--- config.mk ---
export PLATFORM = sky130hd
export DESIGN_NAME = div_unit
export DESIGN_NICKNAME = d
export VERILOG_FILES = /design/src/rtl/div_unit_pkg.sv /design/src/rtl/div_step.sv /design/src/rtl/div_unit.sv
export SDC_FILE = /design/constraint.sdc
export NUM_CORES = 2
export LEC_CHECK = 0
export CELL_PAD_IN_SITES_DETAIL_PLACEMENT = 0
export CELL_PAD_IN_SITES_GLOBAL_PLACEMENT = 1
export CORE_MARGIN = 2
export CORE_UTILIZATION = 45
export CTS_CLUSTER_SIZE = 20
export DETAILED_ROUTE_END_ITERATION = 8
export PLACE_DENSITY = 0.91
export SYNTH_ARGS = -nofsm -noshare
export SYNTH_HDL_FRONTEND = slang
export SYNTH_SLANG_ARGS = --single-unit
--- constraint.sdc ---
create_clock -name clk -period 28.6 [get_ports clk]
set_clock_uncertainty 0.05 [all_clocks]
set_input_delay 4.29 -clock clk [delete_from_list [all_inputs] [get_ports clk]]
set_output_delay 4.29 -clock clk [all_outputs]
set_load 0.03 [all_outputs]
--- src/rtl/div_unit_pkg.sv ---
// Shared constants, state encoding and helpers for the radix-2 divider.
package div_unit_pkg;

  localparam int XLEN      = 64;
  localparam int W32_ITERS = 32;
  localparam int QUO_LSB   = 0;
  localparam int REM_LSB   = 64;

  typedef enum logic [1:0] {
    DIV_IDLE,
    DIV_BUSY,
    DIV_DONE
  } div_state_e;

  function automatic logic [XLEN-1:0] sext32(input logic [XLEN-1:0] v);
    return {{(XLEN-32){v[31]}}, v[31:0]};
  endfunction

  function automatic logic [XLEN-1:0] neg_if(input logic [XLEN-1:0] v,
                                             input logic n);
    return n ? -v : v;
  endfunction

endpackage

--- src/rtl/div_step.sv ---
// One restoring iteration: shift {rem,quo} left, subtract, keep or restore.
module div_step
  import div_unit_pkg::*;
(
  input  logic [XLEN-1:0] rem_i,
  input  logic [XLEN-1:0] quo_i,
  input  logic [XLEN-1:0] dmag_i,
  output logic [XLEN-1:0] rem_o,
  output logic [XLEN-1:0] quo_o
);

  logic [XLEN:0]   sh;
  logic [XLEN+1:0] diff;

  always_comb begin
    sh    = {rem_i, quo_i[XLEN-1]};
    diff  = {1'b0, sh} - {2'b00, dmag_i};
    quo_o = {quo_i[XLEN-2:0], ~diff[XLEN+1]};
    rem_o = diff[XLEN+1] ? sh[XLEN-1:0] : diff[XLEN-1:0];
  end

endmodule

--- src/rtl/div_unit.sv ---
// Multi-cycle restoring divider for the EX stage (div/rem, W forms).
// Optional DIV_EARLY_OUT_EN: finish at once when |dividend| < |divisor|.
module div_unit
  import div_unit_pkg::*;
(
  input  logic              clk,
  input  logic              rst,
  input  logic              div_valid,
  input  logic              div_32,
  input  logic              div_signed,
  input  logic              div_flush,
  input  logic [XLEN-1:0]   dividend,
  input  logic [XLEN-1:0]   divisor,
  output logic              div_ready,
  output logic [2*XLEN-1:0] div_result,
  output logic              div_busy
);

  localparam logic [5:0] CNT_X = 6'(XLEN - 1);
  localparam logic [5:0] CNT_W = 6'(W32_ITERS - 1);

  div_state_e state_q, state_d;
  logic [5:0]        cnt_q, cnt_d;
  logic [XLEN-1:0]   rem_q, rem_d;
  logic [XLEN-1:0]   quo_q, quo_d;
  logic [XLEN-1:0]   dmag_q, dmag_d;
  logic              qneg_q, qneg_d;
  logic              rneg_q, rneg_d;
  logic              w32_q, w32_d;
  logic [2*XLEN-1:0] res_q, res_d;
  logic              ready_q, ready_d;
  logic              busy_q, busy_d;

  logic [XLEN-1:0] a_ext, b_ext, a_mag, b_mag, min_neg;
  logic [XLEN-1:0] sp_q, sp_r, rem_n, quo_n, fq, fr;
  logic            a_neg, b_neg, dz, ovf, early;

  div_step u_step (
    .rem_i  (rem_q),
    .quo_i  (quo_q),
    .dmag_i (dmag_q),
    .rem_o  (rem_n),
    .quo_o  (quo_n)
  );

  always_comb begin
    a_ext = dividend;
    b_ext = divisor;
    if (div_32) begin
      a_ext = div_signed ? sext32(dividend) : {32'b0, dividend[31:0]};
      b_ext = div_signed ? sext32(divisor) : {32'b0, divisor[31:0]};
    end
    a_neg   = div_signed & a_ext[XLEN-1];
    b_neg   = div_signed & b_ext[XLEN-1];
    a_mag   = neg_if(a_ext, a_neg);
    b_mag   = neg_if(b_ext, b_neg);
    min_neg = div_32 ? {{33{1'b1}}, 31'b0} : {1'b1, 63'b0};
    dz      = (b_ext == '0);
    ovf     = div_signed & (&b_ext) & (a_ext == min_neg);
`ifdef DIV_EARLY_OUT_EN
    early   = ~dz & (a_mag < b_mag);
`else
    early   = 1'b0;
`endif
    sp_q = '0;
    sp_r = a_ext;
    if (dz) begin
      sp_q = '1;
    end else if (ovf) begin
      sp_q = a_ext;
      sp_r = '0;
    end
    if (div_32) begin
      sp_q = sext32(sp_q);
      sp_r = sext32(sp_r);
    end
    fq = neg_if(quo_n, qneg_q);
    fr = neg_if(rem_n, rneg_q);
    if (w32_q) begin
      fq = sext32(fq);
      fr = sext32(fr);
    end
  end

  always_comb begin
    state_d = state_q;
    cnt_d   = cnt_q;
    rem_d   = rem_q;
    quo_d   = quo_q;
    dmag_d  = dmag_q;
    qneg_d  = qneg_q;
    rneg_d  = rneg_q;
    w32_d   = w32_q;
    res_d   = res_q;
    ready_d = 1'b0;
    busy_d  = busy_q;
    unique case (state_q)
      DIV_IDLE: begin
        if (div_valid) begin
          w32_d  = div_32;
          qneg_d = a_neg ^ b_neg;
          rneg_d = a_neg;
          busy_d = 1'b1;
          if (dz | ovf | early) begin
            res_d[REM_LSB +: XLEN] = sp_r;
            res_d[QUO_LSB +: XLEN] = sp_q;
            ready_d = 1'b1;
            state_d = DIV_DONE;
          end else begin
            rem_d   = '0;
            quo_d   = div_32 ? {a_mag[31:0], 32'b0} : a_mag;
            dmag_d  = b_mag;
            cnt_d   = div_32 ? CNT_W : CNT_X;
            state_d = DIV_BUSY;
          end
        end
      end
      DIV_BUSY: begin
        rem_d = rem_n;
        quo_d = quo_n;
        if (cnt_q == '0) begin
          res_d[REM_LSB +: XLEN] = fr;
          res_d[QUO_LSB +: XLEN] = fq;
          ready_d = 1'b1;
          state_d = DIV_DONE;
        end else begin
          cnt_d = cnt_q - 6'd1;
        end
      end
      DIV_DONE: begin
        busy_d  = 1'b0;
        state_d = DIV_IDLE;
      end
      default: begin
        busy_d  = 1'b0;
        state_d = DIV_IDLE;
      end
    endcase
    // Flush discards the operation without committing its result.
    if (div_flush) begin
      state_d = DIV_IDLE;
      res_d   = res_q;
      ready_d = 1'b0;
      busy_d  = 1'b0;
    end
  end

  always_ff @(posedge clk or posedge rst) begin
    if (rst) begin
      state_q <= DIV_IDLE;
      cnt_q   <= '0;
      rem_q   <= '0;
      quo_q   <= '0;
      dmag_q  <= '0;
      qneg_q  <= 1'b0;
      rneg_q  <= 1'b0;
      w32_q   <= 1'b0;
      res_q   <= '0;
      ready_q <= 1'b0;
      busy_q  <= 1'b0;
    end else begin
      state_q <= state_d;
      cnt_q   <= cnt_d;
      rem_q   <= rem_d;
      quo_q   <= quo_d;
      dmag_q  <= dmag_d;
      qneg_q  <= qneg_d;
      rneg_q  <= rneg_d;
      w32_q   <= w32_d;
      res_q   <= res_d;
      ready_q <= ready_d;
      busy_q  <= busy_d;
    end
  end

  assign div_ready  = ready_q;
  assign div_busy   = busy_q;
  assign div_result = res_q;

endmodule

==> results_dict.tcl <==
set metrics [dict create \
    dp_cells 4518 \
    cts_sinks 333 \
    async_flop_share_pct 100 \
    rr_endpoint "div_result[58]" \
    area_delta_synth_final_pct 15.5 \
    post_drt_via_cell_ratio 6.51 \
    drtIter0Drc 3926 \
    path_clk_slew_ps 60 \
    cpMostUsedCell "nor3_1" \
    hold_viol_final 0 \
    h-tree-depth 2 \
    antenna_found_initial 3 \
    path_delay_family "simple AND/OR/NAND/NOR gates" \
    dieArea_sq_um 63600 \
    fin_crit_ps 9790 \
    cts_hold_buffers 0 \
    r2r-start "dmag_q[1]" \
    drtAntennaViolNets 0 \
    start_kind "primary input" \
    grt_max_degree 107 \
    ys.flop_type "dfrtp_1" \
    post_cts_buffers 0 \
    ys_ff_latch 333 \
    slew_violations 0 \
    min_path_type "flip-flop to flip-flop" \
    num-fill-cells 5935 \
    synth-edff-count 0 \
    rsz0062_at_grt "false" \
    holdPathStages 2 \
    first_pass_iters 8 \
    required_ps 28980 \
    clkLatencyLatePin_ps 580 \
    setup_viol 0 \
    critPathMaxStageDelay_ps 800 \
    clk_path_buf_depth 3 \
    final_cell_mix "407 x nor2_1, 384 x a21oi_1, 377 x o21ai_0" \
    num_rows 90 \
    place_congestion 0.997 \
    cp_num_buf_inv 3 \
    cts_resized 0 \
    drive_gt1_share_pct 4.70 \
    switching_share_pct 52.6 \
    intPower_mw 1.77 \
    num_io_pins 264 \
    wl_microns 114000 \
    worst_slew_pin_slew_ps 1300 \
    netlist-cell-type-count 101 \
    holdPathEnd "div_result[5]" \
    placed_cell_area_sq_um 30600 \
    fin_setup_tns_ps 0 \
    fin_nets 3984 \
    critical_path_class "primary input to flip-flop" \
    clockPowerShare_pct 14.5 \
    grt_pass1_wl_microns 172000 \
    core_area_sq_um 60600 \
    wire_per_inst_microns 24.8 \
    switching_power_mw 1.96 \
    cp-end-kind "flip-flop" \
    rrSetupSlack_ps 21140 \
    yosysWarnings 0 \
    peakVddDrop_mv 0.0666 \
    die-height_microns 252 \
    grt_overflow 0 \
    outcome "finished, final reports clean" \
    io_buffers 263 \
    p_per_area_nw_per_um2 117 \
    cp_max_fo 77 \
    whs_ps 421 \
    via_count 29900 \
    initial_core_util_pct 45.8 \
    layout_commonest_cell "nor2_1" \
    setup_ws_ps 18810 \
    p_seq_share_pct 21.6 \
    fmax_mhz 102 \
    power_leakage_nw 12.8 \
    clock-root-buffer "clkbuf_16" \
    cts_tree "yes" \
    netlist_area_sq_um 27700 \
    avgSynthCellArea_sq_um 7.51 \
    multi_input_area_sq_um 18000 \
    postSynthCellCount 3691 \
    p_comb_share_pct 63.9 \
    finalCritPeriodShare_pct 34.2 \
    cp_slowest_cell "buf_4" \
    cp_cell_sequence "clkdlybuf4s50_1 -> or4_1 -> or4_1 -> nor3_1 -> nand2b_1 -> nor2b_1 -> nand2b_1 -> nor3_1 -> o21ai_1 -> o21ai_4 -> buf_4 -> buf_4 -> nor3_1 -> a211oi_1 -> a21oi_1" \
    pre_cts_slack_ps 18420 \
    slew_headroom_pct 12.0 \
    synth-seq-area-share_pct 30.1 \
    grt_usage_pct 35.1 \
    grt_pass1_vias 27400 \
    stdcell_count 4595 \
    cap_violations 0 \
    final_util_pct 52.9 \
    drc 0 \
    worstHoldStart "div_result[5]" \
    crit_arrival_ps 10170 \
    die_w_microns 252 \
    syn-num-nets 3897 \
    regArea_sq_um 8330 \
    design_area_sq_um 32000 \
    hpwlAfterDp_microns 87800 \
    r2r_cells 22 \
    power_mw 3.73 \
    cts_buffers 40 \
]
[worst reg2reg max path: stages (launching register included)]
cell	delay, ps
dfrtp_1	560
inv_1	280
ha_1	360
nor2b_4	130
o2111ai_1	520
a211o_1	390
a31oi_4	230
o311ai_4	490
nand2_4	300
inv_2	200
ha_1	240
nand2_1	170
or2_2	390
or3_4	370
or4_1	490
or4_1	590
or4_4	580
nand2b_4	180
or2_4	260
o31ai_2	250
xnor2_1	150
a21oi_1	80
nor2_1	140
[worst max path at each step]
| stage | start | to | cells after the start |
|---|---|---|---|
| finish | divisor[18] | quo_q[1] | 15 |
| CTS | divisor[18] | quo_q[1] | 15 |
| global route | divisor[18] | quo_q[1] | 15 |
| detailed placement | divisor[18] | quo_q[1] | 15 |
| global placement | divisor[18] | quo_q[1] | 15 |
| floorplan | rst | cnt_q[0] | 1 |
[registers in the layout, indices dropped and copies added, names as in the netlist]
register    flops
cnt_q           6
div_busy        1
div_ready       1
div_result    128
dmag_q         64
qneg_q          1
quo_q          64
rem_q          64
rneg_q          1
state_q         2
w32_q           1
[synth_stat cells (all sizes together) (28+ instances only)]
cell type	number	area share, %
and3	30	0.68
ha	71	3.2
xor2	94	3.0
o21a	30	0.81
mux2i	42	1.5
clkbuf	207	2.8
nand3	105	1.9
inv	107	1.4
dfrtp	333	30
or3	53	1.2
buf	46	0.85
xnor2	147	4.6
o31ai	68	1.9
nor4	49	1.1
a21o	28	0.77
or4	47	1.3
nor3	137	2.5
nand4	58	1.3
o21ai	398	7.2
a21oi	385	7.0
a31oi	45	1.1
a211oi	52	1.4
o41ai	36	1.2
nor2	408	5.5
nand2	373	5.1
[power groups by stage]
stage | clock network (mW) | logic [mW] | registers [mW]
2_1_floorplan | 0 | 1.47 | 0.867
5_1_grt | 0.569 | 2.56 | 0.817
6_report | 0.543 | 2.38 | 0.807
3_5_place_dp | 0 | 2.32 | 0.802
4_1_cts | 0.549 | 2.33 | 0.796
3_3_place_gp | 0 | 2.30 | 0.802
[per-layer routing]
| metal | track usage, % | up-vias | share of wire, % |
|---|---|---|---|
| met4 | 13.4 | 0 | 4.1 |
| met5 | 0 | - | 0 |
| li1 | - | 13700 | - |
| met1 | 49.4 | 14400 | 42 |
| met3 | 5.42 | 243 | 9.6 |
| met2 | 54.1 | 1622 | 44 |
[kinds of logic (layout without fill, tap and decap cells)]
kind of cell	after synthesis	after routing	synth area share [%]
compound gates	1251	1251	28.1
xor+xnor	241	241	7.64
fa+ha+maj	72	72	3.28
buf+inv	360	479	5.12
flops	333	333	30.1
mux	51	51	1.88
other cells	0	3	0
simple gates	1383	1383	24.0
[cell type report]
class | instances | area share, %
diodes | 3 | 0.0234
multi-input cells | 2998 | 56.3
repair buffers | 298 | 9.03
flip-flops and latches | 333 | 26.0
clock buffers | 58 | 3.75
clock inverters | 16 | 0.570
well taps | 782 | 3.05
inverters | 107 | 1.28
(Power assumes the default switching activity.)
